[src/rtl/fft_pkg.sv]
// rtl/fft_pkg.sv - widths, Q8.8 twiddle constants and 17-bit reduction shared by the radix-4 butterfly
// Config macro: BUTTERFLY_SAT_EN selects saturation instead of wrap in reduce().
package fft_pkg;
  localparam int DW   = 17;
  localparam int CW   = 34;
  localparam int BUS  = 136;
  localparam int SW   = 19;
  localparam int RW   = 36;
  localparam int FRAC = 8;

  localparam logic signed [9:0] C1 = 10'sd237;
  localparam logic signed [9:0] S1 = 10'sd98;
  localparam logic signed [9:0] C2 = 10'sd181;

  // Codes 0-3 are stage-1 groups (n2 = rotation[1:0]); setting this bit selects stage 2.
  localparam logic [2:0] ROT_STAGE2 = 3'd4;

  localparam logic signed [RW-1:0] SAT_MAX = 36'sd65535;
  localparam logic signed [RW-1:0] SAT_MIN = -36'sd65536;

  typedef enum logic [1:0] {
    POST_NONE,
    POST_NEG_J,
    POST_NEG
  } post_e;

  function automatic logic signed [DW-1:0] reduce(input logic signed [RW-1:0] v);
`ifdef BUTTERFLY_SAT_EN
    if (v > SAT_MAX) return SAT_MAX[DW-1:0];
    else if (v < SAT_MIN) return SAT_MIN[DW-1:0];
    else return v[DW-1:0];
`else
    return v[DW-1:0];
`endif
  endfunction
endpackage

[src/rtl/cmul_twiddle.sv]
// rtl/cmul_twiddle.sv - combinational multiply by W16^m for m in {0,1,2,3,4,6,8,9}
// Config macro: BUTTERFLY_SAT_EN (via fft_pkg::reduce).
module cmul_twiddle
  import fft_pkg::*;
(
  input  logic signed [DW-1:0] x_re,
  input  logic signed [DW-1:0] x_im,
  input  logic [3:0]           m,
  output logic signed [DW-1:0] y_re,
  output logic signed [DW-1:0] y_im
);
  logic                 use_mult;
  logic signed [9:0]    coef_c;
  logic signed [9:0]    coef_s;
  post_e                post;
  logic signed [RW-1:0] xr, xi, pr, pi, tr, ti;

  // m=6 and m=9 reuse the W2/W1 multiply followed by an exact -j or -1.
  always_comb begin
    use_mult = 1'b0;
    coef_c   = '0;
    coef_s   = '0;
    post     = POST_NONE;
    case (m)
      4'd1: begin use_mult = 1'b1; coef_c = C1; coef_s = S1; end
      4'd2: begin use_mult = 1'b1; coef_c = C2; coef_s = C2; end
      4'd3: begin use_mult = 1'b1; coef_c = S1; coef_s = C1; end
      4'd4: post = POST_NEG_J;
      4'd6: begin use_mult = 1'b1; coef_c = C2; coef_s = C2; post = POST_NEG_J; end
      4'd8: post = POST_NEG;
      4'd9: begin use_mult = 1'b1; coef_c = C1; coef_s = S1; post = POST_NEG; end
      default: ;
    endcase
  end

  always_comb begin
    xr = RW'(x_re);
    xi = RW'(x_im);
    pr = xr;
    pi = xi;
    if (use_mult) begin
      pr = (xr * RW'(coef_c) + xi * RW'(coef_s)) >>> FRAC;
      pi = (xi * RW'(coef_c) - xr * RW'(coef_s)) >>> FRAC;
    end
    tr = pr;
    ti = pi;
    case (post)
      POST_NEG_J: begin tr = pi;  ti = -pr; end
      POST_NEG:   begin tr = -pr; ti = -pi; end
      default: ;
    endcase
  end

  assign y_re = reduce(tr);
  assign y_im = reduce(ti);
endmodule

[src/rtl/fft16_radix4_butterfly.sv]
// rtl/fft16_radix4_butterfly.sv - registered radix-4 DIF butterfly with W16 twiddle for a 16-point FFT
// Config macro: BUTTERFLY_SAT_EN saturates every 17-bit reduction instead of wrapping.
module fft16_radix4_butterfly
  import fft_pkg::*;
(
  input  logic           clk,
  input  logic           rst_n,
  input  logic [BUS-1:0] calc_in,
  input  logic [2:0]     rotation,
  output logic [BUS-1:0] calc_out
);
  logic signed [SW-1:0] fr [4];
  logic signed [SW-1:0] fi [4];
  logic signed [SW-1:0] sr [4];
  logic signed [SW-1:0] si [4];
  logic signed [DW-1:0] yr [4];
  logic signed [DW-1:0] yi [4];
  logic signed [DW-1:0] tr [4];
  logic signed [DW-1:0] ti [4];
  logic                 stage1;
  logic [BUS-1:0]       calc_next;

  always_comb begin
    for (int i = 0; i < 4; i++) begin
      fr[i] = SW'($signed(calc_in[CW*i+DW +: DW]));
      fi[i] = SW'($signed(calc_in[CW*i +: DW]));
    end
  end

  // -j*b = (b_im, -b_re); +j*d = (-d_im, d_re)
  always_comb begin
    sr[0] = fr[0] + fr[1] + fr[2] + fr[3];
    si[0] = fi[0] + fi[1] + fi[2] + fi[3];
    sr[1] = fr[0] + fi[1] - fr[2] - fi[3];
    si[1] = fi[0] - fr[1] - fi[2] + fr[3];
    sr[2] = fr[0] - fr[1] + fr[2] - fr[3];
    si[2] = fi[0] - fi[1] + fi[2] - fi[3];
    sr[3] = fr[0] - fi[1] - fr[2] + fi[3];
    si[3] = fi[0] + fr[1] - fi[2] - fr[3];
    for (int j = 0; j < 4; j++) begin
      yr[j] = reduce(RW'(sr[j]));
      yi[j] = reduce(RW'(si[j]));
    end
  end

  assign stage1 = ((rotation & ROT_STAGE2) == 3'd0);

  for (genvar j = 0; j < 4; j++) begin : g_tw
    logic [3:0] m_sel;
    assign m_sel = stage1 ? ({2'b00, rotation[1:0]} * 4'(j)) : 4'd0;

    cmul_twiddle u_tw (
      .x_re (yr[j]),
      .x_im (yi[j]),
      .m    (m_sel),
      .y_re (tr[j]),
      .y_im (ti[j])
    );
  end

  always_comb begin
    calc_next = '0;
    for (int i = 0; i < 4; i++) begin
      calc_next[CW*i +: CW] = {tr[i], ti[i]};
    end
  end

  always_ff @(posedge clk or negedge rst_n) begin
    if (!rst_n) calc_out <= '0;
    else        calc_out <= calc_next;
  end
endmodule

[config.mk]
export PLATFORM = sky130hd
export DESIGN_NAME = fft16_radix4_butterfly
export DESIGN_NICKNAME = d
export VERILOG_FILES = /design/src/rtl/fft_pkg.sv /design/src/rtl/cmul_twiddle.sv /design/src/rtl/fft16_radix4_butterfly.sv
export SDC_FILE = /design/constraint.sdc
export NUM_CORES = 2
export LEC_CHECK = 0
export ABC_CLOCK_PERIOD_IN_PS = 850
export CAP_MARGIN = 20
export CORE_ASPECT_RATIO = 1.5
export CORE_MARGIN = 1.5
export CORE_UTILIZATION = 50
export CTS_CLUSTER_SIZE = 40
export DETAILED_ROUTE_END_ITERATION = 8
export PLACE_DENSITY = 0.68
export RECOVER_POWER = 50
export SLEW_MARGIN = 10
export SYNTH_ARGS = -nofsm -noshare
export SYNTH_HDL_FRONTEND = slang
export SYNTH_SLANG_ARGS = --single-unit
[constraint.sdc]
create_clock -name clk -period 0.85 [get_ports clk]
set_input_delay 0.17 -clock clk [delete_from_list [all_inputs] [get_ports clk]]
set_output_delay 0.17 -clock clk [all_outputs]
set_load 0.03 [all_outputs]
==> metrics.md <==
| Metric | Value |
|---|---|
| Status | complete, but fails checks |
| Failing checks | negative hold slack, negative setup slack |
| First-pass GRT wire length | 368 mm |
| Grt met3 use | 7.63% |
| Min-Delay Endpoint | calc_out[17] |
| Number of iterations in the first detailed-routing pass | 5 |
| Yosys reg bits | 136 |
| GRT Total Usage | 38.7% |
| Post-Route WL | 244 mm |
| EDFF count, synth | 0 |
| Synth Warn # | 0 |
| Num CTS Buffers | 17 |
| CTS H-tree lvls | 4 |
| Drt drc | 0 |
| Hold path cells | 2 |
| Max-slew violations | 0 |
| CP Capture Type | flop |
| Final min period | 9400 ps |
| Mapped cell area | 64,200 µm² |
| CP max FO | 3 |
| Hold Slack | -122 ps |
| Slowest cell delay on critical path | 590 ps |
| Max-Slew Margin vs Limit | 50.6% |
| Max reg flops | 136 |
| Dpl hpwl | 214 mm |
| CTS tree | built |
| Sequential-to-total area share from yosys stat | 5.30% |
| Ys async rst share | 100% |
| Clock net sink count | 136 |
| Number of global-route vias before repair | 62,981 |
| DRT antenna net count | 0 |
| Die W | 295 µm |
| Rows | 160 |
| Placeable core region | 127,000 µm² |
| Max Root-Sink Buffers | 2 |
| Max Cap Viol | 0 |
| Final Setup Violations | 373 |
| Clock transition at path regs | 80 ps |
| Hold Crit Start | calc_in[119] |
| Top Registers | calc_out: 136 flops |
| Setup TNS | -924,800 ps |
| Critical path required time | 1250 ps |
| Fmax | 106 MHz |
| Final hold vios | 2 |
| Area of the multi-input gates | 57,100 µm² |
| Most Crowded Layer GR | met2 |
| Vias per inst | 5.23 |
| Port Buf Inserts | 276 |
| Syn avg cell area | 9.54 µm² |
| Critical-path top delay cell | fa_1 |
| Arr. time, crit path | 9800 ps |
| Critical path class | primary input to flop |
| CP startpoint kind | primary input |
| Share of cells above drive strength 1 | 34.2% |
| Total grt overflow | 0 |
| # nets final | 11,310 |
| Die Span Y | 442 µm |
| GR Util met1 | 41.1% |
| Iteration-0 DRC Markers | 3,342 |
| Die area | 131,000 µm² |
| Hold WC Path Type | primary input to flop |
| Via count | 55,540 |
| Met2 usage | 65.1% |
| Setup ws final | -8550 ps |
| Initial Util | 50.5% |
| Net Count, Synth | 9,131 |
| Area Overhead vs Synth | 40.7% |
| Worst-Margin Slew | 741 ps |
| Post-synth cell types | 94 |
| Post-cts hold buffer count | 1 |
| Top-Level Pins | 277 |
| Crit-path most repeated cell | inv_2 |
| Largest net degree at the start of global routing | 48 |
| Most flops, register | calc_out |
| Post-Syn Instances | 6,726 |
| Tcrit/Tclk final | 1110% |
| Unrepaired setup endpoints after global routing | yes |
| GP Congestion | 1.05 |
| # fillers | 9,623 |
| Post-DR wirelength/cell | 22.9 µm |
| Antenna violations before repair | 4 |
| Ys flop type | dfrtp_1 |
| Storage cell area | 3400 µm² |
| Clock root buffer | clkbuf_16 |
## metrics by stage
| step | cells | instance area (µm²) | utilization, % | setup WS, ps |
|---|---|---|---|---|
| after floorplan | 6726 | 65500 | - | -8490 |
| after global placement | 10394 | 84400 | 66.4 | -9760 |
| after detailed placement | 10394 | 84400 | 66.4 | -9860 |
| after CTS | 10568 | 88700 | 69.8 | -8490 |
| after global routing | 10619 | 90200 | 71.0 | -8830 |
| final | 10623 | 90200 | 71.0 | -8550 |
## Yosys cell counts (9+ instances only)
master,instances,area (µm²)
inv_1,2128,7990
fa_1,1528,30600
ha_1,736,9210
nand2_1,423,1590
nor2_1,267,1000
xnor2_1,225,1970
a21oi_1,203,1020
dfrtp_1,136,3400
o21ai_0,120,601
xor2_1,91,797
clkbuf_1,89,334
and2_1,82,513
a21o_1,78,586
nand3_1,53,265
nor3_1,53,265
nand2b_1,44,275
mux2i_1,33,330
o22ai_1,29,181
and3_1,28,175
o21a_1,28,210
nor2b_1,25,156
a31oi_1,23,144
o21bai_1,20,150
or2_2,16,100
o31ai_1,15,113
o211ai_1,13,97.6
or3_1,13,81.3
a211oi_1,12,90.1
a21boi_0,10,75.1
a32oi_1,10,87.6
a211o_1,9,78.8
## what timing repair did
| item | CTS | global route |
|---|---|---|
| pin swaps | 495 | 321 |
| gates resized for setup | 716 | 290 |
| setup buffers | 172 | 69 |
| endpoints found under the setup margin | 272 | 272 |
| hold endpoints to repair | 138 | 1 |
## area by class of cell
type / instances / area share, %
Sequential cell: 136 / 3.77
Timing Repair Buffer: 2265 / 21.1
Inverter: 2131 / 8.90
Clock inverter: 13 / 0.133
Multi-Input combinational cell: 4354 / 63.3
Antenna cell: 4 / 0.0111
Clock buffer: 19 / 0.491
Tap cell: 1701 / 2.36
## how the worst max path moves through the flow
| stage | start | slack [ps] | endpoint |
|---|---|---|---|
| global route | calc_in[34] | -8830 | calc_out[84] |
| global placement | calc_in[34] | -9760 | calc_out[116] |
| floorplan | calc_in[68] | -8490 | calc_out[117] |
| CTS | calc_in[0] | -8490 | calc_out[117] |
| detailed placement | calc_in[34] | -9860 | calc_out[117] |
| finish | calc_in[34] | -8550 | calc_out[84] |
## critical path, delay by kind of cell
kind	cells	cell delay, ps
fa+ha+maj	11	4570
compound gates	15	2840
buf+inv	14	1210
simple gates	4	360
xor+xnor	3	350
mux	2	250
## cells in the final DEF, fill, tap and decap left out, types with 16 or more instances in the layout
cell             count
inv_1             2006
o21ai_2             36
buf_4             1903
nand2_1            369
xor2_1              71
nand2_2             40
a21oi_4             26
and3_4              16
a21oi_1            100
o21ai_0             39
ha_4                64
a21o_1              77
nor2_2              46
mux2i_1             28
dfrtp_1            136
nor2_4              26
xnor2_2             47
nor2_1             195
nor3_1              36
nand2b_1            41
o21a_1              27
nor2b_1             18
inv_2              112
clkbuf_16           17
fa_2                70
buf_6              122
clkdlybuf4s50_1     79
xnor2_1            162
ha_1               659
buf_12              99
xnor2_4             16
o22ai_2             17
dlygate4sd2_1       34
and2_1              70
o21ai_1             41
fa_1              1458
nand3_1             40
a21oi_2             81
## metal layers
| layer | up-vias | wire length, µm |
|---|---|---|
| met2 | 2237 | 120000 |
| met5 | - | 23 |
| met4 | 4 | 26800 |
| li1 | 24413 | - |
| met3 | 1025 | 16600 |
| met1 | 27861 | 80600 |
## cell families after synthesis
family	synth area share [%]
simple gates	7.69
compound gates	6.91
flops	5.30
mux	0.585
buf+inv	13.1
xor+xnor	4.35
fa+ha+maj	62.0
Power is left out: the tool's default activity adds up to more than one toggle a clock period on the data nets, which glitch-free logic cannot reach.
